$ cat src/rtl/mips_pipe_cpu.sv
// 5-stage MIPS-subset pipeline (IF/ID/EX/MEM/WB), Harvard buses, no forwarding or interlock.
// Define MUL_EN to implement MUL (opcode 0x1C, funct 0x02); otherwise it decodes as NOP.
module mips_pipe_cpu #(
   parameter logic [31:0] RESET_PC = 32'h0000_0000,
   parameter int unsigned NREGS    = 32
) (
   input  logic        CLK,
   input  logic        Reset,
   input  logic [31:0] Prog_BUS_READ,
   input  logic [31:0] Data_BUS_READ,
   output logic [31:0] ADDR_Prog,
   output logic        CS_P,
   output logic [31:0] ADDR,
   output logic [31:0] Data_BUS_WRITE,
   output logic        CS,
   output logic        WE
);

   typedef enum logic [2:0] {ALU_ADD, ALU_SUB, ALU_AND, ALU_OR, ALU_SLT, ALU_MUL} alu_op_e;

   typedef struct packed {
      alu_op_e     op;
      logic [31:0] a, b, rtv, imm, pc;
      logic [4:0]  dst;
      logic        wr, ld, st, br;
   } idex_t;

   typedef struct packed {
      logic [31:0] addr, wdata, res;
      logic [4:0]  dst;
      logic        wr, ld, cs, we;
   } exmem_t;

   logic [31:0] pc_q, pc_d;
   logic        run_q, run_d;
   logic [31:0] ifid_ir_q, ifid_ir_d, ifid_pc_q, ifid_pc_d;
   idex_t       idex_q, idex_d;
   exmem_t      exmem_q, exmem_d;
   logic [31:0] wb_val_q, wb_val_d;
   logic [4:0]  wb_dst_q, wb_dst_d;
   logic        wb_wr_q, wb_wr_d;
   logic [31:0] rf_q [NREGS];
   logic [31:0] rf_d [NREGS];
   logic [31:0] writeBack;

   logic [5:0]  opcode, funct;
   logic [4:0]  rs, rt, rd, id_dst;
   logic [31:0] sext, zext, rs_val, rt_val, alu_res, br_target;
   logic        id_wr, jump, br_taken;

   assign opcode = ifid_ir_q[31:26];
   assign rs     = ifid_ir_q[25:21];
   assign rt     = ifid_ir_q[20:16];
   assign rd     = ifid_ir_q[15:11];
   assign funct  = ifid_ir_q[5:0];
   assign sext   = {{16{ifid_ir_q[15]}}, ifid_ir_q[15:0]};
   assign zext   = {16'h0000, ifid_ir_q[15:0]};

   // Write-before-read: WB only ever holds a nonzero destination, so r0 never bypasses.
   assign rs_val = (wb_wr_q && wb_dst_q == rs) ? wb_val_q : rf_q[rs];
   assign rt_val = (wb_wr_q && wb_dst_q == rt) ? wb_val_q : rf_q[rt];

   always_comb begin
      idex_d     = '0;
      idex_d.op  = ALU_ADD;
      idex_d.a   = rs_val;
      idex_d.b   = rt_val;
      idex_d.rtv = rt_val;
      idex_d.imm = sext;
      idex_d.pc  = ifid_pc_q;
      id_wr      = 1'b0;
      id_dst     = rt;
      jump       = 1'b0;
      case (opcode)
         6'h00: begin
            id_dst = rd;
            id_wr  = 1'b1;
            case (funct)
               6'h20:   idex_d.op = ALU_ADD;
               6'h22:   idex_d.op = ALU_SUB;
               6'h24:   idex_d.op = ALU_AND;
               6'h25:   idex_d.op = ALU_OR;
               6'h2A:   idex_d.op = ALU_SLT;
               default: id_wr = 1'b0;
            endcase
         end
         6'h08: begin idex_d.b = sext; id_wr = 1'b1; end
         6'h0C: begin idex_d.op = ALU_AND; idex_d.b = zext; id_wr = 1'b1; end
         6'h0D: begin idex_d.op = ALU_OR;  idex_d.b = zext; id_wr = 1'b1; end
         6'h23: begin idex_d.b = sext; id_wr = 1'b1; idex_d.ld = 1'b1; end
         6'h2B: begin idex_d.b = sext; idex_d.st = 1'b1; end
         6'h04: idex_d.br = 1'b1;
         6'h02: jump = 1'b1;
`ifdef MUL_EN
         6'h1C: begin
            if (funct == 6'h02) begin
               idex_d.op = ALU_MUL;
               id_dst    = rd;
               id_wr     = 1'b1;
            end
         end
`endif
         default: ;
      endcase
      idex_d.dst = id_dst;
      idex_d.wr  = id_wr && (id_dst != 5'd0);
      if (br_taken) idex_d = '0;
   end

   always_comb begin
      case (idex_q.op)
         ALU_ADD: alu_res = idex_q.a + idex_q.b;
         ALU_SUB: alu_res = idex_q.a - idex_q.b;
         ALU_AND: alu_res = idex_q.a & idex_q.b;
         ALU_OR:  alu_res = idex_q.a | idex_q.b;
         ALU_SLT: alu_res = {31'd0, $signed(idex_q.a) < $signed(idex_q.b)};
`ifdef MUL_EN
         ALU_MUL: alu_res = idex_q.a * idex_q.b;
`endif
         default: alu_res = idex_q.a + idex_q.b;
      endcase
   end

   assign br_taken  = idex_q.br && (idex_q.a == idex_q.rtv);
   assign br_target = idex_q.pc + 32'd1 + idex_q.imm;

   always_comb begin
      exmem_d       = '0;
      exmem_d.res   = alu_res;
      exmem_d.addr  = (idex_q.ld || idex_q.st) ? alu_res : '0;
      exmem_d.wdata = idex_q.st ? idex_q.rtv : '0;
      exmem_d.cs    = idex_q.ld || idex_q.st;
      exmem_d.we    = idex_q.st;
      exmem_d.ld    = idex_q.ld;
      exmem_d.wr    = idex_q.wr;
      exmem_d.dst   = idex_q.dst;
   end

   always_comb begin
      run_d     = 1'b1;
      pc_d      = pc_q + 32'd1;
      ifid_pc_d = pc_q;
      ifid_ir_d = Prog_BUS_READ;
      // A taken branch in EX outranks a jump in ID; either flushes the fetch.
      if (br_taken)  pc_d = br_target;
      else if (jump) pc_d = {ifid_pc_q[31:26], ifid_ir_q[25:0]};
      if (br_taken || jump) ifid_ir_d = '0;
      wb_val_d = exmem_q.ld ? Data_BUS_READ : exmem_q.res;
      wb_dst_d = exmem_q.dst;
      wb_wr_d  = exmem_q.wr;
      rf_d     = rf_q;
      if (wb_wr_q) rf_d[wb_dst_q] = wb_val_q;
   end

   always_ff @(posedge CLK or posedge Reset) begin
      if (Reset) begin
         pc_q      <= RESET_PC;
         run_q     <= 1'b0;
         ifid_ir_q <= '0;
         ifid_pc_q <= '0;
         idex_q    <= '0;
         exmem_q   <= '0;
         wb_val_q  <= '0;
         wb_dst_q  <= '0;
         wb_wr_q   <= 1'b0;
         for (int unsigned i = 0; i < NREGS; i++) rf_q[i] <= '0;
      end else begin
         pc_q      <= pc_d;
         run_q     <= run_d;
         ifid_ir_q <= ifid_ir_d;
         ifid_pc_q <= ifid_pc_d;
         idex_q    <= idex_d;
         exmem_q   <= exmem_d;
         wb_val_q  <= wb_val_d;
         wb_dst_q  <= wb_dst_d;
         wb_wr_q   <= wb_wr_d;
         rf_q      <= rf_d;
      end
   end

   assign writeBack      = wb_val_q;
   assign ADDR_Prog      = pc_q;
   assign CS_P           = run_q;
   assign ADDR           = exmem_q.addr;
   assign Data_BUS_WRITE = exmem_q.wdata;
   assign CS             = exmem_q.cs;
   assign WE             = exmem_q.we;

endmodule

$ cat config.mk
export PLATFORM = sky130hd
export DESIGN_NAME = mips_pipe_cpu
export DESIGN_NICKNAME = d
export VERILOG_FILES = /design/src/rtl/mips_pipe_cpu.sv
export SDC_FILE = /design/constraint.sdc
export NUM_CORES = 2
export LEC_CHECK = 0
export ABC_AREA = 1
export BUFFER_PORTS_ARGS = -buffer_cell sky130_fd_sc_hd__buf_2
export CORE_ASPECT_RATIO = 1.4
export CORE_MARGIN = 5
export CORE_UTILIZATION = 40
export CTS_CLUSTER_DIAMETER = 200
export DETAILED_ROUTE_END_ITERATION = 8
export SLEW_MARGIN = 10
export SYNTH_ARGS = -nofsm -noshare
export SYNTH_HDL_FRONTEND = slang
export SYNTH_SLANG_ARGS = --single-unit
export TNS_END_PERCENT = 1
$ cat constraint.sdc
create_clock -name CLK -period 47.3 [get_ports CLK]
set_input_delay 9.46 -clock CLK [delete_from_list [all_inputs] [get_ports CLK]]
set_output_delay 9.46 -clock CLK [all_outputs]
set_load 0.05 [all_outputs]
# --- Word level (Yosys, flattened, before mapping) ---
# Index checks and enable logic that the tools add are counted.
op_classes:
  n_addsub: 5
  n_lt_le_gt_ge: 5
  eq_ne: 19
  n_mux: 29
  n_bitwise: 5
  n_reduce_logical: 13
op_table:
  columns: ["op", "n"]
  rows:
  - ["1024-bit bitwise mux", 1]
  - ["32-bit two-way mux", 13]
  - ["32-bit binary-select mux with 5-bit select", 2]
  - ["172-bit two-way mux", 1]
  - ["32-bit demux with 5-bit select", 1]
  - ["32-bit case mux with 4 select lines", 1]
  - ["32-bit by 1-bit adder with 32-bit output (second input constant)", 2]
  - ["32-bit adder", 2]
  - ["32-bit case mux with 2 select lines", 1]
  - ["6-bit equality test (second input constant)", 7]
  - ["32-bit AND", 1]
  - ["32-bit equality test", 1]
  - ["32-bit less-than comparator", 1]
  - ["32-bit bitwise OR", 1]
  - ["32-bit subtractor", 1]
  - ["6-bit by 4-bit equality test with 1-bit output (second input constant)", 3]
  - ["6-bit greater-or-equal comparator (second input constant)", 3]
  - ["5-bit NOT with 6-bit output", 3]
  - ["3-bit case mux with 4 select lines", 1]
  - ["5-bit equality test", 2]
  - ["3-bit case mux with 3 select lines", 1]
  - ["3-bit by 2-bit equality test with 1-bit output (second input constant)", 2]
  - ["6-bit by 2-bit equality test with 1-bit output (second input constant)", 1]
  - ["6-bit by 3-bit equality test with 1-bit output (second input constant)", 1]
  - ["14 further kinds", 23]
word_totals:
  reg_bits: 1436
  output_inout_bits: 99

# --- Depth between registers and ports, before layout ---
depth:
  depth_word: 7
  depth_mapped: 17

# --- Least setup slack after synthesis ---
# No wires, ideal clock.
synth_timing:
  kind: "register to output"
  startpoint: "register pc_q[19] (netlist: ADDR_Prog[19])"
  endpoint: "output port ADDR_Prog[19]"
  arrival_ps: 697
  required_ps: 37840
  setup_slack_ps: 37143
  path_stages_with_launch: 1
  n_path_buf: 0
  path_cell_list: "dfrtp_1"
synth_lines:
  columns: ["item", "line_no", "source"]
  rows:
  - ["from (decl)", "34", "logic [31:0] pc_q, pc_d;"]
  - ["from (signal assigned)", "168", "pc_q <= pc_d;"]
  - ["to (decl)", "11", "output logic [31:0] ADDR_Prog,"]
# No word-level cell between the ends.

==> reports/metrics.yaml <==
timing:
  final-hold-violation-count: 0
  tightest_slew_ns: 1.342
  slew_headroom_pct: 9.591
  period_share_pct: 26.17
  clock_skew_ns: 0.05028
  report.final.setup_viol: 0
  rsz0062_at_grt: "no"
  min_period_ns: 12.38
  slew_violations: 0
  fmaxAchievable_mhz: 80.78
  fin_setup_tns_ns: 0
cells_and_area:
  drive_above_1_share_pct: 6.179
  ff_latch_area_um2: 35560
  multiInputGateArea_um2: 36530
  fin_util_pct: 43.59
  num-nets-final: 10600
  fillers: 19970
  synthToLayoutAreaGrowth_pct: 8.726
floorplan:
  start_util_pct: 40.09
  rows: 193
  die_w_um: 385.6
  ios: 165
  dieArea_um2: 206600
  core_um2: 197000
  dieHeight_um: 535.8
clock_tree:
  cts_resized: 0
  clock_path_buffers: 4
  cts_max_level: 4
  ctsHoldBuffers: 0
  clk_pin_slew_ns: 0.07
  cts.sinks: 1420
  post-cts-setup-buffers: 0
  cts_root_buffer: "clkbuf_16"
  cts_tree: "yes"
  cts_buffers: 160
  insertion_delay_ns: 0.86
job:
  drv_cap: 0
detailed_routing:
  ant_nets: 0
  drc: 0
  first_iter_violations: 9312
  viasPerCell: 5.831
  wl_per_cell_um: 24.28
  finalWirelength_um: 319300
  vias: 76690
  first_pass_iters: 6
logic_synthesis:
  synth-xor-area-share_pct: 0.7207
  synth_cells: 10840
  synth_largest_area_cell: "dfrtp_1"
  synth-main-ff-cell: "dfrtp_1"
  synth-compound-area-share_pct: 17.39
  syn-cell-area_um2: 79000
  ys_top_cells_by_area: "dfrtp_1, nand2_1, o21ai_0, nand3_1, inv_1"
  synth.distinct_cells: 47
  synth_adder_area_share_pct: 2.103
  synth-edff-count: 0
  ys_async_sr_fraction_pct: 100.0
  syn-num-nets: 11040
  synthSimpleGateAreaFrac_pct: 25.31
  ys_ff_latch: 1420
  muxShareOfSynthArea_pct: 0.4562
  synth_top_area_share_pct: 44.98
  synth_top_family_by_area: "simple AND/OR/NAND/NOR gates"
  yosysWarnings: 0
  postSynthAreaPerCell_um2: 7.287
  synth-seq-area-share_pct: 44.98
setup_path:
  critical_path.max_fanout: 131
  cp-start-kind: "input pin"
  cp.arrival_ns: 13.12
  endpoint_kind: "async pin"
  timing.critical_path.required_ns: 48.04
  critical_path_class: "in2async"
placed_design:
  dp_hpwl_um: 190200
  port_buffers: 164
  gp_congestion: 1.006
global_route:
  grtUsageTotal_pct: 29.90
  antenna_found_initial: 4
  grt_overflow_total: 0
  grt_pass1_vias: 72410
  grt_first_pass_wirelength_um: 469800
  grt_max_degree: 166
power_and_ir_drop:
  power.internal_uw: 2291
  seqPwrFrac_pct: 42.0
  clockPowerShare_pct: 36.2
  pwr-share-comb_pct: 21.8
  netSwitchingFraction_pct: 35.02
  p_leak_uw: 0.03964
  p_sw_uw: 1235
  ir_drop_v: 0.00003031
  p_per_area_nw_per_um2: 41.06
run_status:
  status: "finished, final reports clean"
worst_hold_path:
  min_path_type: "reg2reg"
-- path summary, 6_finish.rpt --
path	cells after the start	endpoint	slack, ns	start
max	6	ifid_ir_q[22]	34.92	Reset
min	0	wb_wr_d	0.33	exmem_d[3]
max reg2reg	10	idex_q[162]	42.39	ifid_ir_q[21]
min reg2reg	0	wb_wr_d	0.33	exmem_d[3]
max in group CLK	1	CS_P	36.13	CS_P
min in group asynchronous	2	rf_q[281]	8.74	Reset
-- per-layer routing --
metal / wire length (um) / GRT usage [%] / up-vias
met5: 12 / 0 / -
met1: 121600 / 37.68 / 36750
met3: 29780 / 5.166 / 1031
met4: 21140 / 16.86 / 2
met2: 146800 / 48.64 / 4279
li1: - / - / 34620
-- critical path, stage by stage --
cell and delay, ns:
buf_2 0.11, clkinvlp_4 0.47, buf_12 0.59, buf_4 0.68
buf_4 0.76, buf_4 0.82
-- kinds of logic after synthesis --
logic type / count (synthesis)
other: 1
AND/OR/NAND/NOR: 4784
adder cells (fa/ha/maj): 131
XOR/XNOR: 65
flip-flops: 1420
buffers and inverters: 1792
multiplexers: 32
AO/OA/AOI/OAI: 2616
-- stage by stage --
step / cell area, um^2 / setup slack (ns) / std cells / power (uW) / hold WS, ns
3_3_place_gp: 80640 / 33.96 / 12870 / 2240 / 0.3343
3_5_place_dp: 80640 / 33.91 / 12870 / 2251 / 0.3347
4_1_cts: 85890 / 34.80 / 13150 / 3529 / 0.3357
2_1_floorplan: 79000 / 18.19 / 10840 / 1981 / 0.3312
5_1_grt: 85890 / 34.31 / 13150 / 3682 / 0.3450
6_report: 85890 / 34.92 / 13150 / 3527 / 0.3319
-- layout make-up --
| class | instances | share of cell area [%] |
|---|---|---|
| repair buffers | 284 | 2.106 |
| diodes | 1 | 0.002914 |
| inverters | 906 | 4.010 |
| well taps | 2632 | 3.834 |
| multi-input cells | 7629 | 42.54 |
| clock inverters | 50 | 0.7124 |
| clock buffers | 230 | 5.390 |
| flip-flops and latches | 1420 | 41.41 |
-- cell usage after synthesis (16+ instances only) --
library cell  instances
inv_1               893
clkbuf_1            628
and2_1               23
a21oi_1             608
nor2_1              584
buf_4                69
mux2_2               32
buf_1                69
nor3_1               45
o211ai_1            145
nand4_1              34
nand3_1            1307
dfrtp_1            1420
a31oi_1              27
buf_2               120
nand2_1            2737
o21ai_0            1694
ha_1                128
or2_2                18
o21bai_1             16
xnor2_1              30
o22ai_1              67
xor2_1               35
o21ai_1              23
-- cell usage in the layout (no fill, tap or decap), drive strengths merged, types with 34 or more instances in the layout --
cell type | Yosys | layout
a21oi | 608 | 608
buf | 258 | 284
clkbuf | 628 | 230
dfrtp | 1420 | 1420
ha | 128 | 128
inv | 904 | 908
nand2 | 2746 | 2746
nand3 | 1308 | 1308
nand4 | 34 | 34
nor2 | 585 | 585
nor3 | 50 | 50
o211ai | 145 | 145
o21ai | 1717 | 1717
o22ai | 67 | 67
xor2 | 35 | 35
-- state kept, by name (all words and copies together) (netlist names), 5 cells and up --
| signal | cells |
|---|---|
| ADDR | 32 |
| idex_q | 148 |
| Data_BUS_WRITE | 32 |
| ADDR_Prog | 32 |
| rf_q | 1024 |
| ifid_pc_q | 32 |
| wb_dst_d | 5 |
| wb_dst_q | 5 |
| ifid_ir_q | 32 |
| exmem_q | 33 |
| wb_val_q | 32 |
| exmem_d | 8 |
-- power groups by stage --
stage               logic (uW)  registers, uW  clock network, uW
detailed placement         755           1500                  0
floorplan                  516           1460                  0
global route               850           1490               1340
finish                     769           1480               1280
CTS                        758           1480               1290
global placement           745           1490                  0
Power figures use the tool's default switching activity.
